[src/rtl/kf8237_channel_sequencer.sv]
// KF8237 channel sequencer: DREQ arbitration, HRQ/HLDA handshake and the
// SI/S0..S4 transfer state machine that drives the address/count register block.
module kf8237_channel_sequencer (
    input  logic       clock,
    input  logic       reset_n,
    input  logic       cpu_clock_posedge,
    input  logic       cpu_clock_negedge,
    input  logic [3:0] dma_request,
    input  logic [3:0] channel_mask,
    input  logic       controller_disable,
    input  logic       rotating_priority_config,
    input  logic [7:0] transfer_mode,
    input  logic [3:0] autoinitialize_config,
    input  logic       underflow,
    input  logic       end_of_process_in,
    input  logic       clear_tc_status,
    input  logic       hold_acknowledge,
    output logic       hold_request,
    output logic [3:0] dma_acknowledge,
    output logic [3:0] transfer_register_select,
    output logic       next_word,
    output logic       initialize_current_register,
    output logic       terminal_count,
    output logic [3:0] set_mask_on_tc,
    output logic [3:0] tc_status,
    output logic [2:0] state
);

    typedef enum logic [2:0] {
        ST_SI = 3'd0,
        ST_S0 = 3'd1,
        ST_S1 = 3'd2,
        ST_S2 = 3'd3,
        ST_S3 = 3'd4,
        ST_S4 = 3'd5
    } state_t;

    state_t     state_reg;
    logic [1:0] active_ch_reg;
    logic [1:0] priority_ptr_reg;
    logic       hold_request_reg;
    logic [3:0] dack_reg;
    logic [3:0] select_reg;
    logic       next_word_reg;
    logic       init_reg;
    logic       terminal_count_reg;
    logic [3:0] set_mask_reg;
    logic [3:0] tc_status_reg;
    logic       reload_tail_reg;     // select held one extra clock after a TC
    logic       hlda_lost_reg;       // HLDA dropped somewhere in S1..S4
    logic       word_committed_reg;  // register block has seen its S4 falling edge

    logic [3:0] eligible;
    logic [3:0] mode_block;
    logic [3:0] mode_demand;
    logic [3:0] active_onehot;
    logic [1:0] search_base;
    logic [1:0] search_idx;
    logic [1:0] winner;
    logic       tc_event;
    logic       keep_going;

    assign eligible = controller_disable ? 4'b0000 : (dma_request & ~channel_mask);

    // Per-channel mode decode; reserved mode 11 falls through as single
    generate
        for (genvar gi = 0; gi < 4; gi++) begin : g_channel
            assign mode_block[gi]    = (transfer_mode[2*gi +: 2] == 2'b10);
            assign mode_demand[gi]   = (transfer_mode[2*gi +: 2] == 2'b00);
            assign active_onehot[gi] = (active_ch_reg == 2'(gi));
        end
    endgenerate

    // Priority search: nearest eligible channel at or after the search base
    always_comb begin
        search_base = rotating_priority_config ? priority_ptr_reg : 2'd0;
        search_idx  = search_base;
        winner      = search_base;
        for (int k = 3; k >= 0; k--) begin
            search_idx = search_base + 2'(k);
            if (eligible[search_idx]) begin
                winner = search_idx;
            end
        end
    end

    assign tc_event   = underflow | end_of_process_in;
    assign keep_going = mode_block[active_ch_reg] |
                        (mode_demand[active_ch_reg] & dma_request[active_ch_reg]);

    // Transfer state machine with registered handshake and strobe outputs
    always_ff @(posedge clock) begin
        if (!reset_n) begin
            state_reg          <= ST_SI;
            active_ch_reg      <= 2'd0;
            priority_ptr_reg   <= 2'd0;
            hold_request_reg   <= 1'b0;
            dack_reg           <= 4'b0000;
            select_reg         <= 4'b0000;
            next_word_reg      <= 1'b0;
            init_reg           <= 1'b0;
            terminal_count_reg <= 1'b0;
            set_mask_reg       <= 4'b0000;
            tc_status_reg      <= 4'b0000;
            reload_tail_reg    <= 1'b0;
            hlda_lost_reg      <= 1'b0;
            word_committed_reg <= 1'b0;
        end else begin
            terminal_count_reg <= 1'b0;
            init_reg           <= 1'b0;
            set_mask_reg       <= 4'b0000;
            tc_status_reg      <= clear_tc_status ? 4'b0000 : tc_status_reg;

            if (reload_tail_reg) begin
                select_reg      <= 4'b0000;
                reload_tail_reg <= 1'b0;
            end

            if ((state_reg inside {ST_S1, ST_S2, ST_S3, ST_S4}) && !hold_acknowledge) begin
                hlda_lost_reg <= 1'b1;
            end

            if (state_reg == ST_S4 && cpu_clock_negedge) begin
                word_committed_reg <= 1'b1;
            end

            if (cpu_clock_posedge) begin
                case (state_reg)
                    ST_SI: begin
                        if (!reload_tail_reg && eligible != 4'b0000) begin
                            active_ch_reg    <= winner;
                            hold_request_reg <= 1'b1;
                            select_reg       <= 4'b0001 << winner;
                            state_reg        <= ST_S0;
                        end
                    end
                    ST_S0: begin
                        if (hold_acknowledge) begin
                            dack_reg      <= active_onehot;
                            hlda_lost_reg <= 1'b0;
                            state_reg     <= ST_S1;
                        end else if (eligible == 4'b0000) begin
                            hold_request_reg <= 1'b0;
                            select_reg       <= 4'b0000;
                            state_reg        <= ST_SI;
                        end
                    end
                    ST_S1: state_reg <= ST_S2;
                    ST_S2: state_reg <= ST_S3;
                    ST_S3: begin
                        next_word_reg      <= 1'b1;
                        word_committed_reg <= 1'b0;
                        state_reg          <= ST_S4;
                    end
                    ST_S4: begin
                        // Leave S4 only once the register block has committed the word
                        if (word_committed_reg) begin
                            next_word_reg      <= 1'b0;
                            word_committed_reg <= 1'b0;
                            if (tc_event) begin
                                terminal_count_reg            <= 1'b1;
                                tc_status_reg[active_ch_reg]  <= 1'b1;
                                if (autoinitialize_config[active_ch_reg]) begin
                                    init_reg <= 1'b1;
                                end else begin
                                    set_mask_reg <= active_onehot;
                                end
                                reload_tail_reg  <= 1'b1;
                                hold_request_reg <= 1'b0;
                                dack_reg         <= 4'b0000;
                                hlda_lost_reg    <= 1'b0;
                                state_reg        <= ST_SI;
                                if (rotating_priority_config) begin
                                    priority_ptr_reg <= active_ch_reg + 2'd1;
                                end
                            end else if (keep_going && !hlda_lost_reg && hold_acknowledge) begin
                                state_reg <= ST_S1;
                            end else begin
                                hold_request_reg <= 1'b0;
                                dack_reg         <= 4'b0000;
                                select_reg       <= 4'b0000;
                                hlda_lost_reg    <= 1'b0;
                                state_reg        <= ST_SI;
                                if (rotating_priority_config) begin
                                    priority_ptr_reg <= active_ch_reg + 2'd1;
                                end
                            end
                        end
                    end
                    default: state_reg <= ST_SI;
                endcase
            end
        end
    end

    assign hold_request                = hold_request_reg;
    assign dma_acknowledge             = dack_reg;
    assign transfer_register_select    = select_reg;
    assign next_word                   = next_word_reg;
    assign initialize_current_register = init_reg;
    assign terminal_count              = terminal_count_reg;
    assign set_mask_on_tc              = set_mask_reg;
    assign tc_status                   = tc_status_reg;
    assign state                       = state_reg;

endmodule

[config.mk]
export PLATFORM = sky130hd
export DESIGN_NAME = kf8237_channel_sequencer
export DESIGN_NICKNAME = d
export VERILOG_FILES = /design/src/rtl/kf8237_channel_sequencer.sv
export SDC_FILE = /design/constraint.sdc
export NUM_CORES = 1
export LEC_CHECK = 0
export ABC_AREA = 1
export BUFFER_PORTS_ARGS = -buffer_cell sky130_fd_sc_hd__buf_4
export CAP_MARGIN = 0
export CORE_ASPECT_RATIO = 0.8
export CORE_MARGIN = 2
export CORE_UTILIZATION = 55
export DETAILED_ROUTE_END_ITERATION = 10
export GPL_ROUTABILITY_DRIVEN = 0
export PLACE_DENSITY = 0.85
export SYNTH_ARGS = -nofsm -noshare
export SYNTH_HDL_FRONTEND = slang
export SYNTH_SLANG_ARGS = --single-unit
[constraint.sdc]
create_clock -name clock -period 2.6 [get_ports clock]
set_input_delay 0.39 -clock clock [delete_from_list [all_inputs] [get_ports clock]]
set_output_delay 0.39 -clock clock [all_outputs]
set_load 0.05 [all_outputs]
==> results.toml, run 1 <==
[pwr]
p_int_uw = 921.3
power_switching_uw = 332.0
clkPwrFrac = 0.446
p_per_area_nw_per_um2 = 548.6
switching_share = 0.2649
p_seq_frac = 0.375
ir_drop_mv = 0.5108
leakage_uw = 0.001110
p_comb_frac = 0.179

[hold_path]
hp-class = "in -> reg"
holdPathStages = 3

[synthesis]
ys_ff_latch = 29
yosysWarnings = 0
synth_top_cell_area_share = 0.3379
synthTopCellsByArea = "dfxtp_1, nand2_1, inv_1, nor2_1, o21ai_0"
synth_area_leader_cell = "dfxtp_1"
syn_inst = 254
syn-num-nets = 290
ys_seq_area_frac = 0.3379
synth.most_common_cell = "nand2_1"
synth_ff_type = "dfxtp_1"
synth_area_per_cell_sq_um = 6.763
async_flop_share = 0
netlist_top_cells_count = "nand2_1, inv_1, nor2_1"
synth_edf_count = 0
synth_area_sq_um = 1718
synth.distinct_cells = 29

[routing]
vias_per_cell = 5.190
drtIter0Drc = 92
m1WireLength_um = 1918
wirelength_um = 4428
first_pass_iters = 5
wl_met3_um = 312
wl_per_cell_um = 12.58
antenna_left = 0
routed.top_layer = "met4"
dr_wl_met2_um = 2142
vias = 1827
drc_errors = 0

[sta]
skew_ns = 0.004200
fin_hold_ws_ns = 0.3735
tightest_slew_ns = 0.4658
hold_viol_final = 0
setup-violations-final = 0
fmax_mhz = 558.4
maxSlewViolCount = 0
fin_crit_ns = 1.791
maxSlewHeadroom = 0.6895
fin_tns_setup_ns = 0
post-route-period-util = 0.6887
grt_setup_unrepaired = "no"

[critical_path]
critical_path_required_ns = 2.82
path_max_fanout = 8
r2r_cells = 10
cp-start-kind = "flop"
end_kind = "flop"
path_class = "reg -> reg"
cpMaxStageDelayCell = "dfxtp_1"
critPathArrivalTime_ns = 2.01
cpPeakStageDelay_ns = 0.46
crit_chain = "inv_1 > nor2_1 > o21ai_0 > nand3_1 > nand4_1 > nor2_1 > inv_1 > nand2_1 > nand2_1 > a21oi_1"

[finish]
n_fill_cell = 253
drive_gt1_frac = 0.3109
n_antenna_cell = 0
nets = 347
final-instance-count-excl-fill = 352
syn2layout_area_growth_pct = 32.99

[clock_tree]
cts_buffers = 5
cts_buffer_depth = 2
cts_repair_resize_count = 0
post_cts_buffers = 0
clk_pin_slew_worst_paths_ns = 0.06
cts_tree = "done"
hold_buffers = 0
htree_levels = 2
clk_latency_ns = 0.29
cts_root_buf = "clkbuf_8"
numClockSinks = 29

[place]
hpwl_um = 3421
dpl.cell_count = 344
io_buffers = 52

[grt]
grt_overflow = 0
first_global_vias = 1615
grt_max_degree = 14
grt_usage = 0.2544
grt_pass1_wl_um = 6755
antenna_found_initial = 0

[die]
die_w_um = 66.49
die_y_um = 53.99
io-pin-count = 53
core-area_sq_um = 3040
placementRows = 18
die_area_sq_um = 3589
initial_core_util = 0.5650

[job]
cap_viol_max_count = 0

[outcome]
status = "finished, final reports clean"
[through the flow]
step | instance area [sq um] | utilization | setup slack (ns) | power, uW
floorplan | 1718 | - | 0.8106 | 620.9
detailed placement | 2151 | 0.7074 | 0.7088 | 699.6
CTS | 2285 | 0.7514 | 0.8241 | 1254
finish | 2285 | 0.7514 | 0.8093 | 1253
global placement | 2151 | 0.7074 | 0.7728 | 695.8
global route | 2285 | 0.7514 | 0.5831 | 1296
[power by group through the flow]
stage	clock network, uW	registers [uW]	logic, uW
after floorplan	0	506	114
final	559	470	225
after detailed placement	0	479	221
after global placement	0	479	217
after global routing	578	471	246
after CTS	560	469	224
[cell families after synthesis]
family                   after synthesis  synth area share
buffers and inverters                 43           0.09760
flip-flops                            29            0.3379
AND/OR/NAND/NOR                      128            0.3481
AO/OA/AOI/OAI                         48            0.1726
adder cells (fa/ha/maj)                6           0.04370
[area by class of cell]
| cell class | count | area (sq um) | share of cell area |
|---|---|---|---|
| clock buffers | 5 | 68.82 | 0.03012 |
| flip-flops and latches | 29 | 580.6 | 0.2541 |
| clock inverters | 3 | 65.06 | 0.02848 |
| inverters | 41 | 160.2 | 0.07010 |
| multi-input cells | 182 | 969.7 | 0.4244 |
| repair buffers | 52 | 390.4 | 0.1709 |
| well taps | 40 | 50.05 | 0.02191 |
[worst max-delay path: cells and delay by family (launching register included)]
kind	cells	cell delay (ns)
AND/OR/NAND/NOR	6	0.78
AO/OA/AOI/OAI	2	0.22
flip-flops	1	0.46
buffers and inverters	2	0.26
[per-layer routing]
| metal | GRT usage | up-vias |
|---|---|---|
| li1 | - | 936 |
| met4 | 0.1020 | 0 |
| met1 | 0.2930 | 826 |
| met2 | 0.4600 | 60 |
| met5 | 0 | - |
| met3 | 0.06067 | 5 |
[cell usage in the layout (no fill, tap or decap), drive strengths merged, types with 2 or more instances in the layout]
master / count
nand2: 61
buf: 52
inv: 39
nor2: 35
dfxtp: 29
o21ai: 22
nand3: 21
a21oi: 20
ha: 6
clkbuf: 5
nor3: 4
nand3b: 3
nand4: 3
clkinv: 3
bufinv: 2
a211oi: 2
[final timing paths]
path / from / endpoint / slack [ns]
max: active_ch_reg[0]$_SDFFE_PN0P_ / dma_acknowledge[2]$_SDFFE_PN0P_ / 0.81
min: cpu_clock_negedge / word_committed_reg$_SDFF_PN0_ / 0.37
max reg2reg: active_ch_reg[0]$_SDFFE_PN0P_ / dma_acknowledge[2]$_SDFFE_PN0P_ / 0.81
min reg2reg: dma_acknowledge[3]$_SDFFE_PN0P_ / dma_acknowledge[3]$_SDFFE_PN0P_ / 0.47
Power figures use the tool's default switching activity.
==> run 2: changes to the inputs <==
--- a/config.mk
+++ b/config.mk
@@ -10,10 +10,10 @@
 export CAP_MARGIN = 0
 export CORE_ASPECT_RATIO = 0.8
 export CORE_MARGIN = 2
-export CORE_UTILIZATION = 55
+export CORE_UTILIZATION = 46
 export DETAILED_ROUTE_END_ITERATION = 10
 export GPL_ROUTABILITY_DRIVEN = 0
-export PLACE_DENSITY = 0.85
+export PLACE_DENSITY = 0.76
 export SYNTH_ARGS = -nofsm -noshare
 export SYNTH_HDL_FRONTEND = slang
 export SYNTH_SLANG_ARGS = --single-unit
==> constraint.sdc (replaced) <==
create_clock -name clock -period 1.52 [get_ports clock]
set_input_delay 0.228 -clock clock [delete_from_list [all_inputs] [get_ports clock]]
set_output_delay 0.228 -clock clock [all_outputs]
set_load 0.05 [all_outputs]
==> results.toml, run 2 (synthesized netlist as in run 1, its figures left out) <==
[routing]
first_pass_iters = 5
vias = 1894
routed.top_layer = "met4"
wl_met3_um = 267
wirelength_um = 4695
vias_per_cell = 5.024
dr_wl_met2_um = 2053
drc_errors = 0
antenna_left = 0
drtIter0Drc = 63
wl_per_cell_um = 12.45
m1WireLength_um = 2282

[grt]
grt_pass1_wl_um = 7320
antenna_found_initial = 0
grt_usage = 0.2271
grt_max_degree = 11
first_global_vias = 1643
grt_overflow = 0

[hold_path]
hp-class = "in -> reg"

[clock_tree]
cts_buffer_depth = 2
clk_latency_ns = 0.28
cts_root_buf = "clkbuf_8"
numClockSinks = 29
cts_buffers = 5
cts_tree = "done"
clk_pin_slew_worst_paths_ns = 0.06
htree_levels = 2

[die]
placementRows = 19
die_y_um = 58.66
die_w_um = 72.33
initial_core_util = 0.4916
core-area_sq_um = 3495
die_area_sq_um = 4243
io-pin-count = 53

[critical_path]
crit-reg2reg-launch = "priority_ptr_reg[0]$_SDFFE_PN0P_"
rrSetupSlack_ns = -0.05
path_class = "reg -> reg"
path_max_fanout = 6
end_kind = "flop"
critPathArrivalTime_ns = 1.79
cp-start-kind = "flop"
critical_path.endpoint = "transfer_register_select[1]$_SDFF_PN0_"
reg2reg_to = "transfer_register_select[1]$_SDFF_PN0_"
critPathLaunch = "priority_ptr_reg[0]$_SDFFE_PN0P_"
critical_path_required_ns = 1.74
r2r_cells = 13

[sta]
maxSlewViolCount = 0
tightest_slew_ns = 0.4588
fin_tns_setup_ns = -0.09300
hold_viol_final = 0
setup-violations-final = 3
grt_setup_unrepaired = "yes"
setup_ws_ns = -0.04874
fin_hold_ws_ns = 0.2030
post-route-period-util = 1.032
fmax_mhz = 637.5
skew_ns = 0.01005
fin_crit_ns = 1.569
maxSlewHeadroom = 0.6941

[pwr]
leakage_uw = 0.001224
p_per_area_nw_per_um2 = 739.4
ir_drop_mv = 0.6192
p_total_uw = 1861

[finish]
drive_gt1_frac = 0.4299
layout_common_cells = "buf_4, nand2_1, inv_1"
n_antenna_cell = 0
post-route-util = 0.7204
syn2layout_area_growth_pct = 46.54
final_common_cell = "buf_4"
nets = 370

[job]
cap_viol_max_count = 0

[place]
io_buffers = 52
place_ws_ns = -0.1481
hpwl_um = 3591

[outcome]
violations = "negative setup slack"
status = "finished, violations left"
run 2: area by class of cell:
| cell class | count | area (sq um) |
|---|---|---|
| Clock buffer | 5 | 68.82 |
| Clock inverter | 3 | 16.27 |
| Timing Repair Buffer | 74 | 555.5 |
| Tap cell | 42 | 52.55 |
| Sequential cell | 29 | 600.6 |
| Inverter | 41 | 163.9 |
| Fill cell | 272 | 977.2 |
| Multi-Input combinational cell | 183 | 1060 |
run 2: what timing repair did:
| action | in CTS | in global routing |
|---|---|---|
| gates resized for setup | 7 | 31 |
| endpoints found under the hold margin | 0 | 0 |
| hold buffers | 0 | 0 |
| pin swaps | 2 | 9 |
| cloned | 1 | 0 |
| setup endpoints to repair | 8 | 19 |
| setup buffers | 1 | 3 |
run 2: routing by layer:
metal,track usage,vias to the layer above
li1,-,990
met1,0.3184,826
met2,0.3473,65
met3,0.05651,13
met4,0.06739,0
met5,0,-
run 2: critical path: stages (launching register included):
cell	delay, ns
dfxtp_4	0.37
nand2_4	0.10
clkinv_4	0.08
nand2_2	0.07
nand2_2	0.07
nand3_2	0.08
nand2_2	0.08
nor2_2	0.09
nand2_2	0.07
a21boi_4	0.19
nand2_1	0.08
nand2_1	0.06
nand2_1	0.06
a21oi_2	0.10
run 2: how the worst min path moves through the flow:
| stage | from | to | slack (ns) | cells after the start |
|---|---|---|---|---|
| floorplan | cpu_clock_negedge | word_committed_reg$_SDFF_PN0_ | 0.37 | 2 |
| global placement | dma_acknowledge[2]$_SDFFE_PN0P_ | dma_acknowledge[2]$_SDFFE_PN0P_ | 0.45 | 2 |
| detailed placement | dma_acknowledge[2]$_SDFFE_PN0P_ | dma_acknowledge[2]$_SDFFE_PN0P_ | 0.46 | 2 |
| CTS | cpu_clock_negedge | word_committed_reg$_SDFF_PN0_ | 0.20 | 3 |
| global route | cpu_clock_negedge | word_committed_reg$_SDFF_PN0_ | 0.23 | 3 |
| finish | cpu_clock_negedge | word_committed_reg$_SDFF_PN0_ | 0.20 | 3 |
run 2: where the power goes:
group,internal [uW],leakage (uW),switching (uW)
logic,183,0.000936,264
registers,776,0.000239,20.8
clock network,316,0.0000482,301
run 2: per-stage QoR:
stage,instance area (sq um),instances
after global routing,2517,377
after global placement,2300,364
after floorplan,1729,254
final,2517,377
after detailed placement,2300,364
after CTS,2417,374
